[config.mk]
export PLATFORM = sky130hd
export DESIGN_NAME = pc_sequencer
export DESIGN_NICKNAME = d
export VERILOG_FILES = /design/src/rtl/conv_ctrl_pkg.sv /design/src/rtl/seq_timeout_counter.sv /design/src/rtl/pc_sequencer.sv
export SDC_FILE = /design/constraint.sdc
export NUM_CORES = 1
export LEC_CHECK = 0
export BUFFER_PORTS_ARGS = -buffer_cell sky130_fd_sc_hd__buf_4
export CORE_MARGIN = 10
export CORE_UTILIZATION = 40
export CTS_CLUSTER_SIZE = 40
export DETAILED_ROUTE_END_ITERATION = 7
export PLACE_DENSITY = 0.79
export SYNTH_ARGS = -nofsm -noshare
export SYNTH_HDL_FRONTEND = slang
export SYNTH_SLANG_ARGS = --single-unit
[constraint.sdc]
create_clock -name clk -period 3.7 [get_ports clk]
set_input_delay 0.37 -clock clk [delete_from_list [all_inputs] [get_ports clk]]
set_output_delay 0.37 -clock clk [all_outputs]
set_load 0.005 [all_outputs]
[src/rtl/conv_ctrl_pkg.sv]
// Shared opcodes, instruction field positions and controller
// state encoding for the convolution processor sequencer.
package conv_ctrl_pkg;

  localparam logic [3:0] OP_NOP  = 4'h0;
  localparam logic [3:0] OP_ALU  = 4'h1;
  localparam logic [3:0] OP_CONV = 4'h2;
  localparam logic [3:0] OP_JMP  = 4'h3;
  localparam logic [3:0] OP_JZ   = 4'h4;
  localparam logic [3:0] OP_HALT = 4'hF;

  localparam int OPC_HI = 31;
  localparam int OPC_LO = 28;
  localparam int TGT_LO = 22;
  localparam int OPD_HI = 21;
  localparam int OPD_LO = 0;

  typedef enum logic [2:0] {
    S_IDLE,
    S_LOAD0,
    S_FETCH,
    S_DECODE,
    S_WAIT,
    S_HALT,
    S_FAULT
  } state_t;

endpackage

[src/rtl/seq_timeout_counter.sv]
// Bounded wait counter: expired is high in the TIMEOUT-th
// enabled cycle after a clear. TIMEOUT of 0 never expires.
module seq_timeout_counter #(
  parameter int TIMEOUT = 1023
) (
  input  logic clk,
  input  logic rst_n,
  input  logic clear,
  input  logic enable,
  output logic expired
);

  localparam int CW = (TIMEOUT < 2) ? 1 : $clog2(TIMEOUT);
  localparam logic [CW-1:0] LAST =
    CW'((TIMEOUT > 0) ? TIMEOUT - 1 : 0);

  logic [CW-1:0] cnt;

  assign expired = (TIMEOUT != 0) && enable && (cnt == LAST);

  always_ff @(posedge clk or negedge rst_n) begin
    if (!rst_n) begin
      cnt <= '0;
    end else if (clear) begin
      cnt <= '0;
    end else if (enable && !expired) begin
      cnt <= cnt + 1'b1;
    end
  end

endmodule

[src/rtl/pc_sequencer.sv]
// Fetch/decode/execute controller: drives the program counter
// strobes and launches ALU / CONV operations on the datapath.
module pc_sequencer
  import conv_ctrl_pkg::*;
#(
  parameter int ADDR_W   = 6,
  parameter int INSTR_W  = 32,
  parameter int IMEM_LAT = 1,
  parameter int TIMEOUT  = 1023
) (
  input  logic               clk,
  input  logic               rst_n,
  input  logic               start,
  input  logic [INSTR_W-1:0] instr,
  input  logic               zero_flag,
  input  logic               ex_done,
  output logic               pc_en,
  output logic               pc_w_en,
  output logic               pc_inc,
  output logic [31:0]        pc_data,
  output logic               pc_complete,
  output logic               ex_start,
  output logic [3:0]         ex_op,
  output logic [21:0]        ex_operand,
  output logic               busy,
  output logic               fault
);

  localparam int FW = (IMEM_LAT < 2) ? 1 : $clog2(IMEM_LAT);
  localparam logic [FW-1:0] FLAST = FW'(IMEM_LAT - 1);

  state_t             state;
  state_t             next;
  logic [INSTR_W-1:0] ir;
  logic [FW-1:0]      fetch_cnt;
  logic               fetch_last;
  logic               tmo_expired;
  logic [3:0]         op;

  assign op         = ir[OPC_HI:OPC_LO];
  assign fetch_last = (fetch_cnt == FLAST);

  seq_timeout_counter #(
    .TIMEOUT(TIMEOUT)
  ) u_tmo (
    .clk     (clk),
    .rst_n   (rst_n),
    .clear   (state != S_WAIT),
    .enable  (state == S_WAIT),
    .expired (tmo_expired)
  );

  always_ff @(posedge clk or negedge rst_n) begin
    if (!rst_n) begin
      state     <= S_IDLE;
      ir        <= '0;
      fetch_cnt <= '0;
    end else begin
      state <= next;
      if (state == S_FETCH && fetch_last) begin
        ir <= instr;
      end
      if (state == S_FETCH && !fetch_last) begin
        fetch_cnt <= fetch_cnt + 1'b1;
      end else begin
        fetch_cnt <= '0;
      end
    end
  end

  always_comb begin
    next        = state;
    pc_w_en     = 1'b0;
    pc_inc      = 1'b0;
    pc_en       = 1'b0;
    pc_data     = '0;
    pc_complete = 1'b0;
    ex_start    = 1'b0;
    ex_op       = '0;
    ex_operand  = '0;
    busy        = 1'b1;
    fault       = 1'b0;
    unique case (state)
      S_IDLE: begin
        busy = 1'b0;
        if (start) next = S_LOAD0;
      end
      S_LOAD0: begin
        pc_w_en = 1'b1;
        next    = S_FETCH;
      end
      S_FETCH: begin
        if (fetch_last) next = S_DECODE;
      end
      S_DECODE: begin
        next = S_FETCH;
        unique case (1'b1)
          op == OP_NOP: pc_inc = 1'b1;
          op == OP_ALU: begin
            ex_start = 1'b1;
            pc_inc   = 1'b1;
          end
          op == OP_CONV: begin
            ex_start = 1'b1;
            next     = S_WAIT;
          end
          op == OP_JMP: pc_w_en = 1'b1;
          op == OP_JZ: begin
            pc_w_en = zero_flag;
            pc_inc  = !zero_flag;
          end
          op == OP_HALT: next = S_HALT;
          default: next = S_FAULT;
        endcase
      end
      S_WAIT: begin
        // completion beats a simultaneous timeout
        if (ex_done) begin
          pc_inc = 1'b1;
          next   = S_FETCH;
        end else if (tmo_expired) begin
          next = S_FAULT;
        end
      end
      S_HALT: begin
        busy        = 1'b0;
        pc_complete = 1'b1;
        if (start) next = S_LOAD0;
      end
      S_FAULT: begin
        busy  = 1'b0;
        fault = 1'b1;
        if (start) next = S_LOAD0;
      end
      default: begin
        busy = 1'b0;
        next = S_IDLE;
      end
    endcase
    pc_en = pc_w_en | pc_inc;
    if (pc_w_en && state == S_DECODE) begin
      pc_data = 32'(ir[TGT_LO +: ADDR_W]);
    end
    if (ex_start) begin
      ex_op      = op;
      ex_operand = ir[OPD_HI:OPD_LO];
    end
  end

endmodule
# Word level (Yosys, flattened, before mapping)
# Cells that the tools add are included.
dict set report totals {
  regBits 46
  output_inout_bits 65
}
dict set report classes {
  n_eq_ne 16
  n_reduce_logical 16
  n_mux 22
  add_sub_neg 2
  n_bitwise 2
}
# op n
set op_table {}
lappend op_table {{22-bit two-way mux} 1}
lappend op_table {{10-bit two-way mux} 2}
lappend op_table {{3-bit one-hot mux with 5 select lines} 1}
lappend op_table {{3-bit two-way mux} 4}
lappend op_table {{10-bit by 1-bit adder with 10-bit output, second input constant} 1}
lappend op_table {{10-bit == test, second input constant} 1}
lappend op_table {{3-bit == test, second input constant} 3}
lappend op_table {{3-bit one-hot mux with 3 select lines} 1}
lappend op_table {{4-bit by 2-bit == test with 1-bit output, second input constant} 2}
lappend op_table {{1-bit one-hot mux with 2 select lines} 4}
lappend op_table {{4-bit OR reduction} 2}
lappend op_table {{1-bit two-way mux} 7}
lappend op_table {{3-bit by 2-bit == test with 1-bit output, second input constant} 2}
lappend op_table {{6-bit two-way mux} 1}
lappend op_table {{3-bit inequality test, second input constant} 2}
lappend op_table {{1-bit logical AND} 5}
lappend op_table {{4-bit by 1-bit == test with 1-bit output, second input constant} 1}
lappend op_table {{4-bit by 3-bit == test with 1-bit output, second input constant} 1}
lappend op_table {{4-bit == test, second input constant} 1}
lappend op_table {{4-bit logical NOT} 1}
lappend op_table {{4-bit two-way mux} 1}
lappend op_table {{2-bit OR reduction} 2}
lappend op_table {{3-bit by 1-bit == test with 1-bit output, second input constant} 1}
lappend op_table {{3-bit logical NOT} 1}
lappend op_table {{9 further kinds} 10}

# Logic depth before layout (Yosys ltp)
# Gate-level depths: netlist of run 1.
dict set report depth {
  ltp_word 6
  mapped_depth 7
  depth_no_buf 6
}

# Cells and area by module
# A second synthesis of run 1 with hierarchy kept.
dict set report unflattened {
  cells_unflattened 243
  area_unflattened_um2 2606.2
}
# module n_inst seq_area_each_um2 area_per_inst_um2 cells_each
set modules_own_cells {}
lappend modules_own_cells {pc_sequencer 1 900.9 2037.0 185}
lappend modules_own_cells {seq_timeout_counter 1 250.2 569.3 58}

# Worst setup path before layout of run 1
# OpenSTA, ideal clock, no wires.
dict set report synth_path {
  path_type {register -> output}
  startpoint {register state[0]}
  endpoint {output pc_en}
  path_slack_ns 2.046
  stages_incl_launch_ff 6
  n_path_buf 1
  required_ns 3.330
  t_arrival_ns 1.284
  cell_sequence {dfrtp_1 > buf_2 > nand4bb_2 > a21oi_1 > a21o_1 > or3b_1}
}
dict set report synth_via {
  elab_chain_cells 3
  word_cells_on_any_way 6
  cone_classes {3 x eq/ne; 2 x mux; 1 x bitwise}
}
# element line
set synth_rtl {}
lappend synth_rtl {{start: declaration} pc_sequencer.sv:32} ;# state_t state;
lappend synth_rtl {{start signal: assignment} pc_sequencer.sv:59} ;# state <= next;
lappend synth_rtl {{3-bit by 2-bit == test with 1-bit output or 3-bit by 1-bit == test with 1-bit output (tied branches)} pc_sequencer.sv:83} ;# unique case (state)
lappend synth_rtl {{1-bit one-hot mux with 2 select lines (*)} pc_sequencer.sv:83}
lappend synth_rtl {{via pc_w_en} pc_sequencer.sv:18} ;# output logic pc_w_en,
lappend synth_rtl {{1-bit OR (*)} pc_sequencer.sv:140} ;# pc_en = pc_w_en | pc_inc;
lappend synth_rtl {{end: declaration} pc_sequencer.sv:17} ;# output logic pc_en,
# Mark *: on every way through the listed nets, which the timed path passes. The rest lies on a longest branch.

# Final worst setup path of run 1
dict set report layout_path {
  startpoint {register state[2]}
  endpoint {output ex_operand[12]}
}
dict set report layout_via {
  elab_chain_cells 3
}
# element line
set layout_rtl {}
lappend layout_rtl {{3-bit by 2-bit == test with 1-bit output} pc_sequencer.sv:83}
lappend layout_rtl {{1-bit two-way mux} pc_sequencer.sv:83}
lappend layout_rtl {{22-bit two-way mux} pc_sequencer.sv:144} ;# if (ex_start) begin
lappend layout_rtl {{end: declaration} pc_sequencer.sv:24} ;# output logic [21:0] ex_operand,
# Every way passes these cells.

==> flow_metrics.env, run 1 <==
export IMPL_end_kind="output port"
export IMPL_power_density_nw_per_um2=550
export IMPL_synth_mux_area_share_pct=14.4
export IMPL_min_period_over_period_pct=75.5
export IMPL_grt_max_degree=47
export IMPL_tritoncts="done"
export IMPL_area_growth_pct=22.1
export IMPL_final_nets=350
export IMPL_hold_ws_ns=0.0683
export IMPL_finalHoldViolations=0
export IMPL_synthTopCellsByArea="dfrtp_1 (45%), mux2_1 (13%), buf_4 (9.1%), and2_1 (7.8%), nor2_1 (1.9%)"
export IMPL_vias=1882
export IMPL_synth_ff_type="dfrtp_1"
export IMPL_crit_buf_inv=1
export IMPL_antenna_left=0
export IMPL_initialDrtViolationCount=80
export IMPL_synth_edff_count=0
export IMPL_ys_warnings_count=0
export IMPL_yosys_area_top_type="dfrtp_1"
export IMPL_finalSetupViolations=0
export IMPL_cts_sinks=46
export IMPL_final_common_cell="buf_4"
export IMPL_dieArea_um2=10000
export IMPL_outcome="completed"
export IMPL_post_cts_buffers=0
export IMPL_drive_gt1_share_pct=29.2
export IMPL_cts_root_buf="clkbuf_8"
export IMPL_skew_ns=0.00720
export IMPL_async_flop_share_pct=100
export IMPL_hpwl_um=4560
export IMPL_slowest_stage="nor3_2"
export IMPL_synth_xor_area_share_pct=1.36
export IMPL_cp_start_kind="flop"
export IMPL_io_pins=102
export IMPL_tightest_slew_ns=1.06
export IMPL_max_stage_delay_ns=0.87
export IMPL_die_w_um=100
export IMPL_wl_per_cell_um=15.1
export IMPL_clk_pin_slew_ns=0.08
export IMPL_htree_levels=2
export IMPL_diodes=0
export IMPL_slew_headroom_pct=28.9
export IMPL_cp_max_fo=24
export IMPL_dr_pass1_iters=4
export IMPL_mostFrequentLayoutCells="buf_4 (74), dfrtp_1 (46), and2_1 (32)"
export IMPL_critPathKind="reg -> out"
export IMPL_vdd_ir_drop_worst_mv=0.280
export IMPL_gp_congestion=0.830
export IMPL_core_region_area_um2=6280
export IMPL_synth_top_family_by_area="simple AND/OR/NAND/NOR gates"
export IMPL_grt_util_all_layers_pct=11.3
export IMPL_cts_made_buffers=5
export IMPL_initial_core_util_pct=40.9
export IMPL_grt_pass1_wl_um=9360
export IMPL_overflow=0
export IMPL_placed_area_um2=3040
export IMPL_finalMaxSlewViolations=0
export IMPL_routed_wl_um=5870
export IMPL_total_power_uw=1720
export IMPL_die_height_um=100
export IMPL_synthSimpleGateAreaFrac_pct=20.6
export IMPL_syn_area_um2=2570
export IMPL_worstPathCellList="nand4bb_2 > nor3_2 > and2_1 > buf_4"
export IMPL_synth_compound_area_share_pct=6.34
export IMPL_grt_pass1_vias=1959
export IMPL_synth_cell_types=43
export IMPL_postSynthRegisterBits=46
export IMPL_hold_path_class="in -> async"
export IMPL_seq_area_frac_synth_pct=44.8
export IMPL_rsz0062_at_grt="no"
export IMPL_syn_inst=242
export IMPL_fin_area_um2=3130
export IMPL_vias_per_cell=4.84
export IMPL_post_route_min_period_ns=2.79
export IMPL_drc_errors=0
export IMPL_maxCapViolCount=0
export IMPL_preCtsSetupSlack_ns=1.18
export IMPL_worstPathArrival_ns=2.42
export IMPL_finalSetupTns_ns=0
export IMPL_clk_latency_ns=0.30
export IMPL_cts_resized_gates=0
export IMPL_synth_top_area_share_pct=44.8
export IMPL_grt_antenna_before_repair=0
export IMPL_fmax_ghz=0.358
export IMPL_cts_buffer_depth=2
export IMPL_cp_top_family="simple AND/OR/NAND/NOR gates"
export IMPL_p_leak_uw=0.00148
export IMPL_nFillCells=601
export IMPL_setup_slack_ns=0.905
export IMPL_regArea_um2=1150
export IMPL_yosys_area_share_adder_pct=0.975
export IMPL_worstPathRequired_ns=3.33
export IMPL_syn_area_per_cell_um2=10.6
export IMPL_rows=29
export IMPL_multi_input_area_um2=1230
export IMPL_hold_buffers=0
export IMPL_port_buffers=73
cell type report:
cell class	count	area share, %
Multi-Input combinational cell	181	39.2
Sequential cell	46	36.7
Clock buffer	5	2.20
Tap cell	77	3.07
Timing Repair Buffer	74	17.7
Inverter	3	0.359
Clock inverter	3	0.679
cell usage after synthesis, types with 2 or more instances:
| master | instances |
|---|---|
| dfrtp_1 | 46 |
| and2_1 | 32 |
| buf_4 | 31 |
| mux2_1 | 30 |
| nor2_1 | 13 |
| a21oi_1 | 8 |
| o21ai_0 | 8 |
| nand2_1 | 7 |
| nand3_1 | 6 |
| buf_2 | 5 |
| nor3_1 | 5 |
| nand2b_1 | 4 |
| a31oi_1 | 3 |
| and3_1 | 3 |
| clkbuf_1 | 3 |
| inv_1 | 3 |
| or3_1 | 3 |
| ha_1 | 2 |
| mux2_2 | 2 |
| nor3_2 | 2 |
| o21a_1 | 2 |
| xnor2_1 | 2 |
| xor2_1 | 2 |
cells by family (layout without fill, tap and decap cells):
family                     after synthesis  count (layout)
and+or+nand+nor                         86              86
DFF                                     46              46
buffers and inverters                   43              85
muxes                                   33              33
AOI/OAI and AO/OA                       27              27
xor gates and xnor gates                 4               4
adders and majority gates                2               2
other                                    1              29
flip-flops by register name, indices dropped and copies added, names as in the netlist:
register   cells
fetch_cnt      1
ir            32
state          3
u_tmo.cnt     10
worst paths after layout:
path / start / end / slack [ns] / cells after the start
setup / recovery: state[2]$_DFFE_PN0P_ / ex_operand[12] / 0.91 / 4
hold / removal: rst_n / ir[25]$_DFFE_PN0P_ / 0.07 / 1
setup reg to reg: state[1]$_DFFE_PN0P_ / ir[15]$_DFFE_PN0P_ / 1.89 / 3
hold reg to reg: ir[7]$_DFFE_PN0P_ / ir[7]$_DFFE_PN0P_ / 0.48 / 1
max in group asynchronous: rst_n / state[0]$_DFFE_PN0P_ / 3.23 / 1
min in group clk: instr[21] / ir[21]$_DFFE_PN0P_ / 0.28 / 2
worst reg2reg max path, delay by kind of cell, from the launching register on:
kind                   cells  cell delay [ns]
buffers and inverters      1             0.42
AND/OR/NAND/NOR            1             0.27
multiplexers               1             0.41
flip-flops                 1             0.60
per-layer routing:
| layer | GRT usage [%] | up-vias | routed length (um) |
|---|---|---|---|
| met5 | 0 | - | 0 |
| met4 | 3.15 | 0 | 46 |
| met3 | 5.91 | 9 | 712 |
| met2 | 18.9 | 74 | 2800 |
| met1 | 12.1 | 894 | 2310 |
| li1 | - | 905 | - |
per-stage QoR:
step / cells / utilization (%)
after floorplan: 270 / -
after global placement: 381 / 48.5
after detailed placement: 381 / 48.5
after CTS: 389 / 49.9
after global routing: 389 / 49.9
final: 389 / 49.9
where the power goes:
part	internal (uW)	switching, uW
clock network	133	172
logic	324	237
registers	697	161
Power figures use the tool's default switching activity.
==> run 2: changes to the inputs <==
clock period = 2.9 ns   (was 3.7 ns; I/O delays follow)
==> flow_metrics.env, run 2 (synthesis gave the netlist of run 1 again) <==
export IMPL_outcome="complete, but fails checks"
export IMPL_violations="hold timing"
export IMPL_reg2regPathDepth=3
export IMPL_preCtsSetupSlack_ns=0.806
export IMPL_post_cts_buffers=0
export IMPL_tightest_slew_ns=0.586
export IMPL_area_growth_pct=22.4
export IMPL_cts_root_buf="clkbuf_8"
export IMPL_finalMaxSlewViolations=0
export IMPL_gp_congestion=0.839
export IMPL_cts_buffer_depth=2
export IMPL_post_route_min_period_ns=2.35
export IMPL_p_leak_uw=0.00149
export IMPL_vias=1832
export IMPL_hold_path_class="in -> async"
export IMPL_wl_per_cell_um=14.8
export IMPL_worstPathRequired_ns=2.61
export IMPL_reg_top3="ir x32, u_tmo.cnt x10, state x3"
export IMPL_worstPathArrival_ns=2.06
export IMPL_core_region_area_um2=6280
export IMPL_routed_wl_um=5770
export IMPL_cts_resized_gates=0
export IMPL_tritoncts="done"
export IMPL_initialDrtViolationCount=90
export IMPL_grt_pass1_wl_um=9470
export IMPL_cp_start_kind="flop"
export IMPL_seq_power_share_pct=49.3
export IMPL_min_period_over_period_pct=81.1
export IMPL_slew_headroom_pct=61.0
export IMPL_hold_ws_ns=-0.0111
export IMPL_final_common_cell="buf_4"
export IMPL_finalSetupViolations=0
export IMPL_setup_slack_ns=0.548
export IMPL_antenna_left=0
export IMPL_placed_area_um2=3050
export IMPL_die_height_um=100
export IMPL_critPathKind="reg -> out"
export IMPL_p_comb_share_pct=32.6
export IMPL_clk_latency_ns=0.29
export IMPL_finalSetupTns_ns=0
export IMPL_drc_errors=0
export IMPL_p_int_uw=1500
export IMPL_switchingPower_uw=693
export IMPL_fin_area_um2=3140
export IMPL_cts_sinks=46
export IMPL_htree_levels=2
export IMPL_fmax_ghz=0.425
export IMPL_switching_share_pct=31.6
export IMPL_fin_util_pct=50.1
export IMPL_overflow=0
export IMPL_skew_ns=0.00574
export IMPL_power_density_nw_per_um2=697
export IMPL_finalHoldViolations=22
export IMPL_grt_max_degree=47
export IMPL_cp_max_fo=15
export IMPL_nFillCells=580
export IMPL_initial_core_util_pct=40.9
export IMPL_grt_pass1_vias=1957
export IMPL_rows=29
export IMPL_io_pins=102
export IMPL_rsz0062_at_grt="no"
export IMPL_end_kind="output port"
export IMPL_hpwl_um=4480
export IMPL_die_w_um=100
export IMPL_vdd_ir_drop_worst_mv=0.455
export IMPL_regMostFlops="ir"
export IMPL_clkPwrFrac_pct=18.1
export IMPL_clk_pin_slew_ns=0.08
export IMPL_cts_made_buffers=5
export IMPL_grt_util_all_layers_pct=11.4
export IMPL_vias_per_cell=4.70
export IMPL_maxCapViolCount=0
export IMPL_grt_antenna_before_repair=0
export IMPL_final_nets=351
export IMPL_multi_input_area_um2=1230
export IMPL_drive_gt1_share_pct=29.1
export IMPL_dieArea_um2=10000
export IMPL_diodes=0
export IMPL_regArea_um2=1150
export IMPL_reg2reg_slack_ns=1.11
export IMPL_dr_pass1_iters=4
export IMPL_port_buffers=73
export IMPL_largest_register_ffs=32
export IMPL_hold_buffers=0
export IMPL_mostFrequentLayoutCells="buf_4 (75), dfrtp_1 (46), and2_1 (32)"
run 2: cell types whose count changed in the layout (fill, tap and decap cells not counted), sizes merged:
cell | before | now
clkbuf | 5 | 7
clkinv | 2 | 1
clkinvlp | 1 | 0
buf | 74 | 75
run 2: worst max-delay path, cell delays in order (launching register included):
cell and delay, ns:
dfrtp_1 0.53, nand4bb_2 0.35, a21oi_1 0.51, a21o_1 0.16
or3b_1 0.12, buf_4 0.11
run 2: power by group through the flow:
stage	registers, uW	logic [uW]	clock network, uW
detailed placement	1100	734	0
CTS	1080	737	416
finish	1080	715	396
global placement	1080	714	0
global route	1130	819	442
floorplan	987	611	0
run 2: final timing paths:
kind / endpoint / start
worst max-delay path: pc_en / state[2]$_DFFE_PN0P_
worst min-delay path: ir[24]$_DFFE_PN0P_ / rst_n
worst max register to register: ir[16]$_DFFE_PN0P_ / state[1]$_DFFE_PN0P_
worst min register to register: ir[27]$_DFFE_PN0P_ / ir[27]$_DFFE_PN0P_
max in group asynchronous: ir[14]$_DFFE_PN0P_ / rst_n
min in group clk: ir[22]$_DFFE_PN0P_ / instr[22]
run 2: cell type report:
cell class | instances | area share, %
Clock buffer | 7 | 2.75
Clock inverter | 1 | 0.159
Inverter | 3 | 0.358
Multi-Input combinational cell | 181 | 39.1
Sequential cell | 46 | 36.6
Tap cell | 77 | 3.07
Timing Repair Buffer | 75 | 17.9
run 2: metrics by stage:
stage / cells / total power [uW]
6_report: 390 / 2190
5_1_grt: 390 / 2390
4_1_cts: 390 / 2240
3_5_place_dp: 382 / 1830
3_3_place_gp: 382 / 1790
2_1_floorplan: 270 / 1600
run 2: routing by layer:
metal  vias up  share of wire (%)  global-route usage [%]
met5         -                  0                       0
met4         0               0.47                    2.50
met3         4                 10                    6.11
met2        73                 46                    18.2
met1       852                 43                    13.2
li1        903                  -                       -
